===== src/rtl/prog_loader.sv =====
// prog_loader: receives a length-prefixed, XOR-checksummed byte stream, writes 16-bit words to instruction memory, then releases the CPU.
module prog_loader #(
  parameter int ADDR_W = 11,
  parameter int MAX_WORDS = 2048
) (
  input  logic              clk,
  input  logic              reset,
  input  logic              load_req,
  input  logic              abort,
  input  logic [7:0]        byte_in,
  input  logic              byte_valid,
  output logic              byte_ready,
  output logic [15:0]       instr_data_in,
  output logic [ADDR_W-1:0] instr_addr,
  output logic              instr_mem_en_write,
  output logic              cpu_hold,
  output logic              start,
  output logic              busy,
  output logic [1:0]        error_code
);
  typedef enum logic [2:0] {IDLE, HDR_HI, HDR_LO, DATA_HI, DATA_LO, CHK, DONE, ERROR} state_t;
  state_t state, nxt;
  logic [15:0] n, n_new;
  logic [7:0] hi, sum;
  logic [ADDR_W-1:0] idx;
  logic we, accept, take, bad_len, last, match;
  assign accept = byte_valid && byte_ready;
  assign take = accept && !abort;
  assign n_new = {n[15:8], byte_in};
  assign bad_len = n_new == 16'd0 || 32'(n_new) > MAX_WORDS;
  assign last = 32'(idx) == 32'(n) - 32'd1;
  assign match = sum == byte_in;
  // Reset masks a strobe already registered so no write escapes during reset.
  assign instr_mem_en_write = we && !reset;
  always_comb begin
    busy = state != IDLE && state != DONE && state != ERROR;
    byte_ready = busy;
    cpu_hold = state != DONE;
    nxt = state;
    if (!busy) nxt = load_req ? HDR_HI : state;
    else if (abort) nxt = ERROR;
    else if (accept)
      case (state)
        HDR_HI:  nxt = HDR_LO;
        HDR_LO:  nxt = bad_len ? ERROR : DATA_HI;
        DATA_HI: nxt = DATA_LO;
        DATA_LO: nxt = last ? CHK : DATA_HI;
        CHK:     nxt = match ? DONE : ERROR;
        default: nxt = state;
      endcase
  end
  always_ff @(posedge clk) state <= reset ? IDLE : nxt;
  always_ff @(posedge clk) begin
    if (reset) begin
      n <= '0;
      hi <= '0;
      sum <= '0;
      idx <= '0;
      we <= 1'b0;
      start <= 1'b0;
      error_code <= 2'b00;
      instr_data_in <= '0;
      instr_addr <= '0;
    end else begin
      we <= 1'b0;
      start <= 1'b0;
      if (load_req && !busy) begin
        error_code <= 2'b00;
        idx <= '0;
        sum <= '0;
      end
      if (abort && busy) error_code <= 2'b11;
      if (take)
        case (state)
          HDR_HI: n[15:8] <= byte_in;
          HDR_LO: begin
            n[7:0] <= byte_in;
            if (bad_len) error_code <= 2'b01;
          end
          DATA_HI: begin
            hi <= byte_in;
            sum <= sum ^ byte_in;
          end
          DATA_LO: begin
            instr_data_in <= {hi, byte_in};
            instr_addr <= idx;
            we <= 1'b1;
            idx <= idx + 1'b1;
            sum <= sum ^ byte_in;
          end
          CHK: begin
            start <= match;
            if (!match) error_code <= 2'b10;
          end
          default: ;
        endcase
    end
  end
endmodule


===== config.mk =====
export PLATFORM = sky130hd
export DESIGN_NAME = prog_loader
export DESIGN_NICKNAME = d
export VERILOG_FILES = /design/src/rtl/prog_loader.sv
export SDC_FILE = /design/constraint.sdc
export NUM_CORES = 1
export LEC_CHECK = 0
export ABC_AREA = 0
export CORE_UTILIZATION = 55
export CTS_CLUSTER_DIAMETER = 150
export DETAILED_ROUTE_END_ITERATION = 8
export PLACE_DENSITY_LB_ADDON = 0.3
export SYNTH_ARGS = -nofsm -noshare
export SYNTH_HDL_FRONTEND = slang
export SYNTH_SLANG_ARGS = --single-unit

===== constraint.sdc =====
create_clock -name clk -period 3.3 [get_ports clk]
set_clock_uncertainty 0.05 [all_clocks]
set_input_delay 0.66 -clock clk [delete_from_list [all_inputs] [get_ports clk]]
set_output_delay 0.66 -clock clk [all_outputs]
set_load 0.02 [all_outputs]

# Word-level counts from Yosys, hierarchy flattened
# Cells that the tools add are included.
[totals] regBits=77 latchBits=0 ramBits=0 rom_bits=0 output_inout_bits=34 word_cells=71 memories=0
[op_classes] addsub=2 n_mul=0 div=0 magnitude_cmp=1 eq_ne=11 shifts=0 mux=21 bitwise=3 n_reduce_logical=22
[ops] op="11-bit 2-to-1 mux" count=3
[ops] op="11-bit by 32-bit equality test with 1-bit output" count=1
[ops] op="8-bit 2-to-1 mux" count=3
[ops] op="3-bit 2-to-1 mux" count=6
[ops] op="16-bit by 1-bit subtractor with 17-bit output (second input constant)" count=1
[ops] op="16-bit by 12-bit > comparator with 1-bit output (second input constant)" count=1
[ops] op="16-bit logical NOT" count=1
[ops] op="3-bit case mux with 5 select lines" count=1
[ops] op="11-bit by 1-bit adder with 11-bit output (second input constant)" count=1
[ops] op="2-bit 2-to-1 mux" count=5
[ops] op="8-bit equality test" count=1
[ops] op="2-bit AND reduction" count=4
[ops] op="8-bit XOR" count=1
[ops] op="1-bit logical AND" count=7
[ops] op="7-bit by 2-bit inequality test with 1-bit output (second input constant)" count=1
[ops] op="3-bit by 2-bit equality test with 1-bit output (second input constant)" count=2
[ops] op="3-bit equality test (second input constant)" count=2
[ops] op="3-bit inequality test (second input constant)" count=2
[ops] op="2-bit case mux with 2 select lines" count=1
[ops] op="2-bit OR reduction" count=2
[ops] op="3-bit by 1-bit equality test with 1-bit output (second input constant)" count=1
[ops] op="1-bit logical NOT" count=3
[ops] op="3-bit by 2-bit inequality test with 1-bit output (second input constant)" count=1
[ops] op="3-bit AND reduction" count=1
[ops] op="6 further kinds" count=8

# Depth between registers and ports, before layout
# Gate-level depths: netlist of run 1.
[depth] word_depth=10 depth_mapped=8 depth_no_buf=8

# Worst setup path after synthesis of run 1
# OpenSTA, ideal clock, no wires.
[synth_timing] path_type="flip-flop to flip-flop" startpoint="register n[0]" endpoint="register state[1]" arrival_ps=2325 t_required_ps=3106 setup_slack_ps=782 stages_incl_launch_ff=9 n_path_buf=0 period_less_slack_ps=2518 cell_sequence="dfxtp_1 -> inv_1 -> ha_1 -> or3b_2 -> or4_4 -> a211oi_2 -> o2111ai_1 -> a2111oi_2 -> a221oi_1"
[synth_via] elab_chain_len=7
[synth_rtl] item="start: declaration" line_no="23" rtl="logic [15:0] n, n_new;"
[synth_rtl] item="start signal: assignment" line_no="77" rtl="n[7:0] <= byte_in;"
[synth_rtl] item="16-bit by 1-bit subtractor with 17-bit output" line_no="31" rtl="assign last = 32'(idx) == 32'(n) - 32'd1;"
[synth_rtl] item="11-bit by 32-bit equality test with 1-bit output" line_no="31"
[synth_rtl] item="3-bit 2-to-1 mux" line_no="47" rtl="DATA_LO: nxt = last ? CHK : DATA_HI;"
[synth_rtl] item="3-bit case mux with 5 select lines" line_no="43" rtl="case (state)"
[synth_rtl] item="3-bit 2-to-1 mux" line_no="42" rtl="else if (accept)"
[synth_rtl] item="3-bit 2-to-1 mux" line_no="41" rtl="else if (abort) nxt = ERROR;"
[synth_rtl] item="3-bit 2-to-1 mux" line_no="40" rtl="if (!busy) nxt = load_req ? HDR_HI : state;"
[synth_rtl] item="end signal: assignment" line_no="52" rtl="always_ff @(posedge clk) state <= reset ? IDLE : nxt;"
[synth_rtl] item="end: declaration" line_no="22" rtl="state_t state, nxt;"
# No other way between the ends. The select of a mux whose other input is x is not followed.
# A chain may end at the register's enable or synchronous reset.

# Worst setup path in the final report of run 1
# Same ends and word-level chain as after synthesis.

==> metrics, run 1 <==
Least-Margin Pin Slew 880.8 ps; Lkg Pwr 0.001602 uW; Arrival @ worst endpoint 2890 ps; Mapped Area 3707 sq um; met3 routed WL 417 um; Antenna Violating Nets Remaining 0; most frequent cells in the layout 77 x dfxtp_1, 76 x nand2_1, 52 x nor2_1; Final Cycle Share 83.15%; CP peak stage delay 510 ps; Die X 84.10 um; CTS tree yes; Iteration-0 DRC Markers 259; Final #Nets 516; Sinks on Clock Net 77; row cnt 29; switching pwr 620.1 uW; DP HPWL 6069 um; number of global-route vias before repair 3169; clock network power share 37.7%; Synth cell types 50; worst vdd ir 322.9 uV; DRT Wirelength 9046 um; DR WL/cell 15.52 um; Max FO, Critical Path 6; Max-Cap Viols 0; Post-Syn Instances 471; GPL Wtd Cong 0.9012; Fin. Hold Viols 0; CTS Hold Bufs 0; drc violations 0; sequential share of the synthesized area 41.58%; Rel. slew slack 40.74%; first-pass GRT wire length 15340 um; Critical-path top delay cell or3b_2; Antenna Cells 0; CTS Buf Count 9; worst path buffer plus inverter count 1; Worst setup EP type flop; Fmax 364.4 MHz; largest net degree at the start of global routing 79; P&R area growth vs syn 18.90%; most common cell after layout, fill and taps aside dfxtp_1; Switching Share 28.42%; Pre-Repair DR Iteration Count 5; sequential power share 45.8%; Setup violations, final 0; met1 wire length 4025 um; post-cts resize count 0; Crit Path Class flop to flop; area of the core 6422 sq um; initial core utilization 57.72%; CP startpoint kind flop; IO Pins 47; CTS max path bufs 2; layout cells sized above 1 6.917%; Pwr Total 2182 uW; power per cell area 495.1 nW/um^2; Post-synth EDFFs 0; Overflow after GRT 0; Total Routing Usage GR 27.37%; Most used DFF post-synth dfxtp_1; Mapped Avg Cell Area 7.871 sq um; CP Cell Sequence inv_1 -> ha_1 -> or3b_2 -> or4_4 -> a211oi_2 -> o2111ai_1 -> a2111oi_2 -> a221oi_1; drt via density 5.847; Final Instance Area 4408 sq um; CP required 3450 ps; Worst-Skew Late Latency 360 ps; die area 7073 sq um; root buffer cell clkbuf_8; CTS H-Tree Depth 3; synth warn 0; initial antenna violation count 0; Syn Nets 486; outcome finished clean; Buffers on Ports 46; Max Slew Vio Count 0; ys async rst share 0%; postcts setup bufs 0; RSZ-0062 raised after global routing no; Power Internal 1562 uW; Via Count 3409; Crit path max-delay family simple AND/OR/NAND/NOR gates; DIE HEIGHT 84.10 um; CTS clk-pin slew, worst paths 90 ps; Max Used Layer met4; post-route setup TNS 0 ps; placed instance area 4177 sq um; metal2 WL 4430 um; minimum clock period 2744 ps; Final Util 68.63%; Hold Crit Class flop to flop; combinational power share 16.5%; register bit count reported by yosys 77
## logic make-up after synthesis
group	count (synthesis)	share of synthesized area, %
flip-flops	77	41.58
AND/OR/NAND/NOR	209	26.59
multiplexers	26	7.054
adder cells (fa/ha/maj)	2	0.6749
AO/OA/AOI/OAI	92	14.65
buffers and inverters	46	4.961
XOR/XNOR	19	4.489
## final cells by class
cell class | count | area [sq um]
inverter | 11 | 41.29
clock buffer | 10 | 137.6
fill | 528 | 2014
tap | 77 | 96.34
multi-input combinational | 348 | 1982
timing repair buffer | 54 | 515.5
clock inverter | 6 | 93.84
sequential | 77 | 1541
## final timing paths
path,start,to,slack [ps],depth (start not counted)
max,n[0]$_SDFFE_PP0P_,state[1]$_SDFFE_PP0P_,560,8
min,instr_addr[4]$_SDFFE_PP0P_,instr_addr[4]$_SDFFE_PP0P_,410,2
max reg2reg,n[0]$_SDFFE_PP0P_,state[1]$_SDFFE_PP0P_,560,8
min reg2reg,instr_addr[4]$_SDFFE_PP0P_,instr_addr[4]$_SDFFE_PP0P_,410,2
## layer usage
layer | track usage [%] | up-vias
li1 | - | 1685
met1 | 36.19 | 1612
met2 | 43.96 | 97
met3 | 5.935 | 15
met4 | 10.34 | 0
met5 | 0 | -
## registers in the layout (all words and copies together) (netlist names), 2 cells and up
name           count
instr_addr        11
sum                8
hi                 8
idx               11
n                 16
instr_data_in     16
error_code         2
state              3
## per-stage QoR
stage | cells | hold WS (ps) | worst slack, ps
floorplan | 471 | 381.2 | 781.7
global placement | 567 | 392.9 | 511.8
detailed placement | 567 | 395.3 | 392.0
CTS | 583 | 407.2 | 569.7
global route | 583 | 423.8 | 347.1
finish | 583 | 405.1 | 556.1
## power by group through the flow
stage          Clock [uW]  Sequential (uW)  Combinational [uW]
2_1_floorplan           0             1000                 264
3_3_place_gp            0             1020                 348
3_5_place_dp            0             1020                 356
4_1_cts               833              998                 358
5_1_grt               872             1000                 396
6_report              823             1000                 359
## tightest hold or removal path: cells and delay by family (launching register included)
kind	cells	cell delay, ps
compound gates	1	50
simple gates	1	50
flops	1	310
## synthesized netlist by cell type, drive strengths merged, types with 3 or more instances
| cell type | instances | area share (%) |
|---|---|---|
| a211oi | 4 | 0.94 |
| a21oi | 51 | 6.9 |
| a31oi | 3 | 0.51 |
| and3 | 7 | 1.2 |
| clkbuf | 33 | 3.3 |
| dfxtp | 77 | 42 |
| inv | 11 | 1.1 |
| mux2i | 25 | 6.7 |
| nand2 | 76 | 7.7 |
| nand3 | 13 | 1.8 |
| nand4 | 7 | 1.2 |
| nor2 | 52 | 5.3 |
| nor2b | 11 | 1.9 |
| nor3 | 10 | 1.4 |
| nor3b | 4 | 0.81 |
| nor4 | 9 | 1.5 |
| o21ai | 15 | 2.0 |
| o22ai | 3 | 0.51 |
| or2 | 4 | 0.67 |
| or3 | 4 | 0.67 |
| or4 | 3 | 0.81 |
| xnor2 | 10 | 2.4 |
| xor2 | 9 | 2.1 |
No activity file was read; power rests on OpenSTA's default activity.
==> inputs of run 2 (changes only) <==
--- a/config.mk
+++ b/config.mk
@@ -6,7 +6,7 @@
 export NUM_CORES = 1
 export LEC_CHECK = 0
 export ABC_AREA = 0
-export CORE_UTILIZATION = 55
+export CORE_UTILIZATION = 50
 export CTS_CLUSTER_DIAMETER = 150
 export DETAILED_ROUTE_END_ITERATION = 8
 export PLACE_DENSITY_LB_ADDON = 0.3
==> constraint.sdc (replaced) <==
create_clock -name clk -period 2.3 [get_ports clk]
set_clock_uncertainty 0.05 [all_clocks]
set_input_delay 0.46 -clock clk [delete_from_list [all_inputs] [get_ports clk]]
set_output_delay 0.46 -clock clk [all_outputs]
set_load 0.02 [all_outputs]
==> run 2 against run 1 <==
Effect of this change:
- the run now ends with setup timing left
- total power rose by 38%
- count of clock-buffer cells in the layout shrank 1
- die area is 9.8% higher
- clock power grew 20%
- setup slack worse by 560 ps
- core utilization shrank 2.4 points
==> metrics, run 2 (synthesis results as in run 1) <==
Critical-path top delay cell or4_4 (was or3b_2); Pre-Repair DR Iteration Count 5 (unchanged); Buffers on Ports 46 (unchanged); Largest regs instr_data_in x16, n x16 (unchanged); Iteration-0 DRC Markers 187 (was 259); power per cell area 631.7 nW/um^2 (was 495.1 nW/um^2); drt via density 5.500 (was 5.847); CP Cell Sequence or4_4 -> or4_4 -> a211oi_2 -> o2111ai_2 -> a2111oi_4 -> a221oi_1 (was inv_1 -> ha_1 -> or3b_2 -> or4_4 -> a211oi_2 -> o2111ai_1 -> a2111oi_2 -> a221oi_1); GPL Wtd Cong 0.8575 (was 0.9012); Via Count 3564 (was 3409); initial core utilization 51.39% (was 57.72%); Rel. slew slack 65.38% (was 40.74%); Least-Margin Pin Slew 517.4 ps (was 880.8 ps); die area 7763 sq um (was 7073 sq um); Lkg Pwr 0.001803 uW (was 0.001602 uW); minimum clock period 2301 ps (was 2744 ps); Max-Cap Viols 0 (unchanged); Total Routing Usage GR 25.60% (was 27.37%); CTS tree yes (unchanged); initial antenna violation count 0 (unchanged); Antenna Violating Nets Remaining 0 (unchanged); postcts setup bufs 0 (unchanged); area of the core 7214 sq um (was 6422 sq um); Power Internal 2071 uW (was 1562 uW); most used cell, CP or4_4; CTS Buf Count 9 (unchanged); flop-to-flop setup slack -1 ps (was 560 ps); sequential power share 46.9% (was 45.8%); Crit Path Class flop to flop (unchanged); CTS clk-pin slew, worst paths 90 ps (about the same); clock network power share 32.7% (was 37.7%); DR WL/cell 14.64 um (was 15.52 um); register area 1545 sq um (was 1541 sq um); Max Slew Vio Count 0 (unchanged); filler cell count 620 (was 528); cell count after placement 632 (was 567); Fmax 434.6 MHz (was 364.4 MHz); Final Cycle Share 100.0% (was 83.15%); largest net degree at the start of global routing 50 (was 79); DIE HEIGHT 88.11 um (was 84.10 um); CTS max path bufs 2 (unchanged); Worst-Skew Late Latency 360 ps (about the same); outcome finished with violations (was finished clean); Overflow after GRT 0 (unchanged); Hold Crit Class flop to flop (unchanged); worst path buffer plus inverter count 0 (was 1); Multi-input gate area 2022 sq um (was 1982 sq um); Max FO, Critical Path 2 (was 6); CP startpoint kind flop (unchanged); root buffer cell clkbuf_8 (unchanged); Pwr Total 3020 uW (was 2182 uW); Switching Share 31.42% (was 28.42%); IO Pins 47 (unchanged); RSZ-0062 raised after global routing yes (was no); Crit path max-delay family simple AND/OR/NAND/NOR gates (unchanged); Sinks on Clock Net 77 (unchanged); Fin. Hold Viols 0 (unchanged); failing checks setup timing; CTS H-Tree Depth 3 (unchanged); worst vdd ir 391.9 uV (was 322.9 uV); Non-Filler Instances 648 (was 583); post-route setup TNS -1.032 ps (was 0 ps); number of global-route vias before repair 3232 (was 3169); CP required 2480 ps (was 3450 ps); first-pass GRT wire length 15280 um (was 15340 um); DP HPWL 6847 um (was 6069 um); drc violations 0 (unchanged); setup ws final -1.032 ps (was 556.1 ps); Final Instance Area 4781 sq um (was 4408 sq um); Die X 88.11 um (was 84.10 um); DRT Wirelength 9489 um (was 9046 um); Arrival @ worst endpoint 2480 ps (was 2890 ps); switching pwr 948.9 uW (was 620.1 uW); Final #Nets 559 (was 516); most common cell after layout, fill and taps aside nand2_1 (was dfxtp_1); Antenna Cells 0 (unchanged); placed instance area 4566 sq um (was 4177 sq um); most frequent cells in the layout 76 x nand2_1, 74 x dfxtp_1, 52 x nor2_1 (was 77 x dfxtp_1, 76 x nand2_1, 52 x nor2_1); P&R area growth vs syn 28.96% (was 18.90%); combinational power share 20.4% (was 16.5%); Worst setup EP type flop (unchanged); Setup violations, final 1 (was 0); row cnt 31 (was 29); layout cells sized above 1 15.85% (was 6.917%); CP peak stage delay 540 ps (was 510 ps)
==> run 2: changes by cell type in the layout (fill, tap and decap cells not counted), sizes merged <==
cell           delta
dlygate4sd2       +2
bufinv            -2
clkinvlp          +1
buf              +43
clkdlybuf4s50     -2
clkbuf            -1
inv               +2
==> run 2: layer usage <==
layer,wire length (um),GRT usage [%]
met2,4560,42.00
met4,164,8.504
met5,0,0
met1,4326,33.26
met3,437,5.938
==> run 2: timing repair <==
item                       4_1_cts  5_1_grt
resized for setup                4        6
setup endpoints to repair        4        3
gates cloned                     0        0
hold buffers                     0        0
pin swaps                        1        2
==> run 2: area by class of cell <==
type	count	area share, %
multi-input combinational	348	42.29
sequential	77	32.32
timing repair buffer	97	18.01
clock buffer	9	2.591
tap	99	2.591
clock inverter	7	1.335
inverter	11	0.8636
==> run 2: path summary, 6_finish.rpt <==
path / start / end / cells after the start
max: n[5]$_SDFFE_PP0P_ / state[1]$_SDFFE_PP0P_ / 6
max reg2reg: n[5]$_SDFFE_PP0P_ / state[1]$_SDFFE_PP0P_ / 6
min: instr_addr[6]$_SDFFE_PP0P_ / instr_addr[6]$_SDFFE_PP0P_ / 2
min reg2reg: instr_addr[6]$_SDFFE_PP0P_ / instr_addr[6]$_SDFFE_PP0P_ / 2
==> run 2: tightest hold or removal path, delay by kind of cell, from the launching register on <==
family	cells	cell delay (ps)
flops	1	310
simple gates	1	50
compound gates	1	50
==> run 2: stage by stage <==
stage               utilization [%]  worst slack, ps  hold slack [ps]
finish                        66.27           -1.032            404.1
detailed placement            63.28           -91.37            395.9
floorplan                         -            27.02            381.2
CTS                           65.90           -44.84            408.2
global route                  66.27           -53.34            425.8
global placement              63.28           -10.13            392.6
==> run 2: power by group through the flow <==
| stage | logic (uW) | clock network [uW] | registers [uW] |
|---|---|---|---|
| 2_1_floorplan | 380 | 0 | 1440 |
| 3_3_place_gp | 597 | 0 | 1440 |
| 3_5_place_dp | 609 | 0 | 1440 |
| 4_1_cts | 604 | 1000 | 1410 |
| 5_1_grt | 666 | 1060 | 1420 |
| 6_report | 616 | 987 | 1420 |
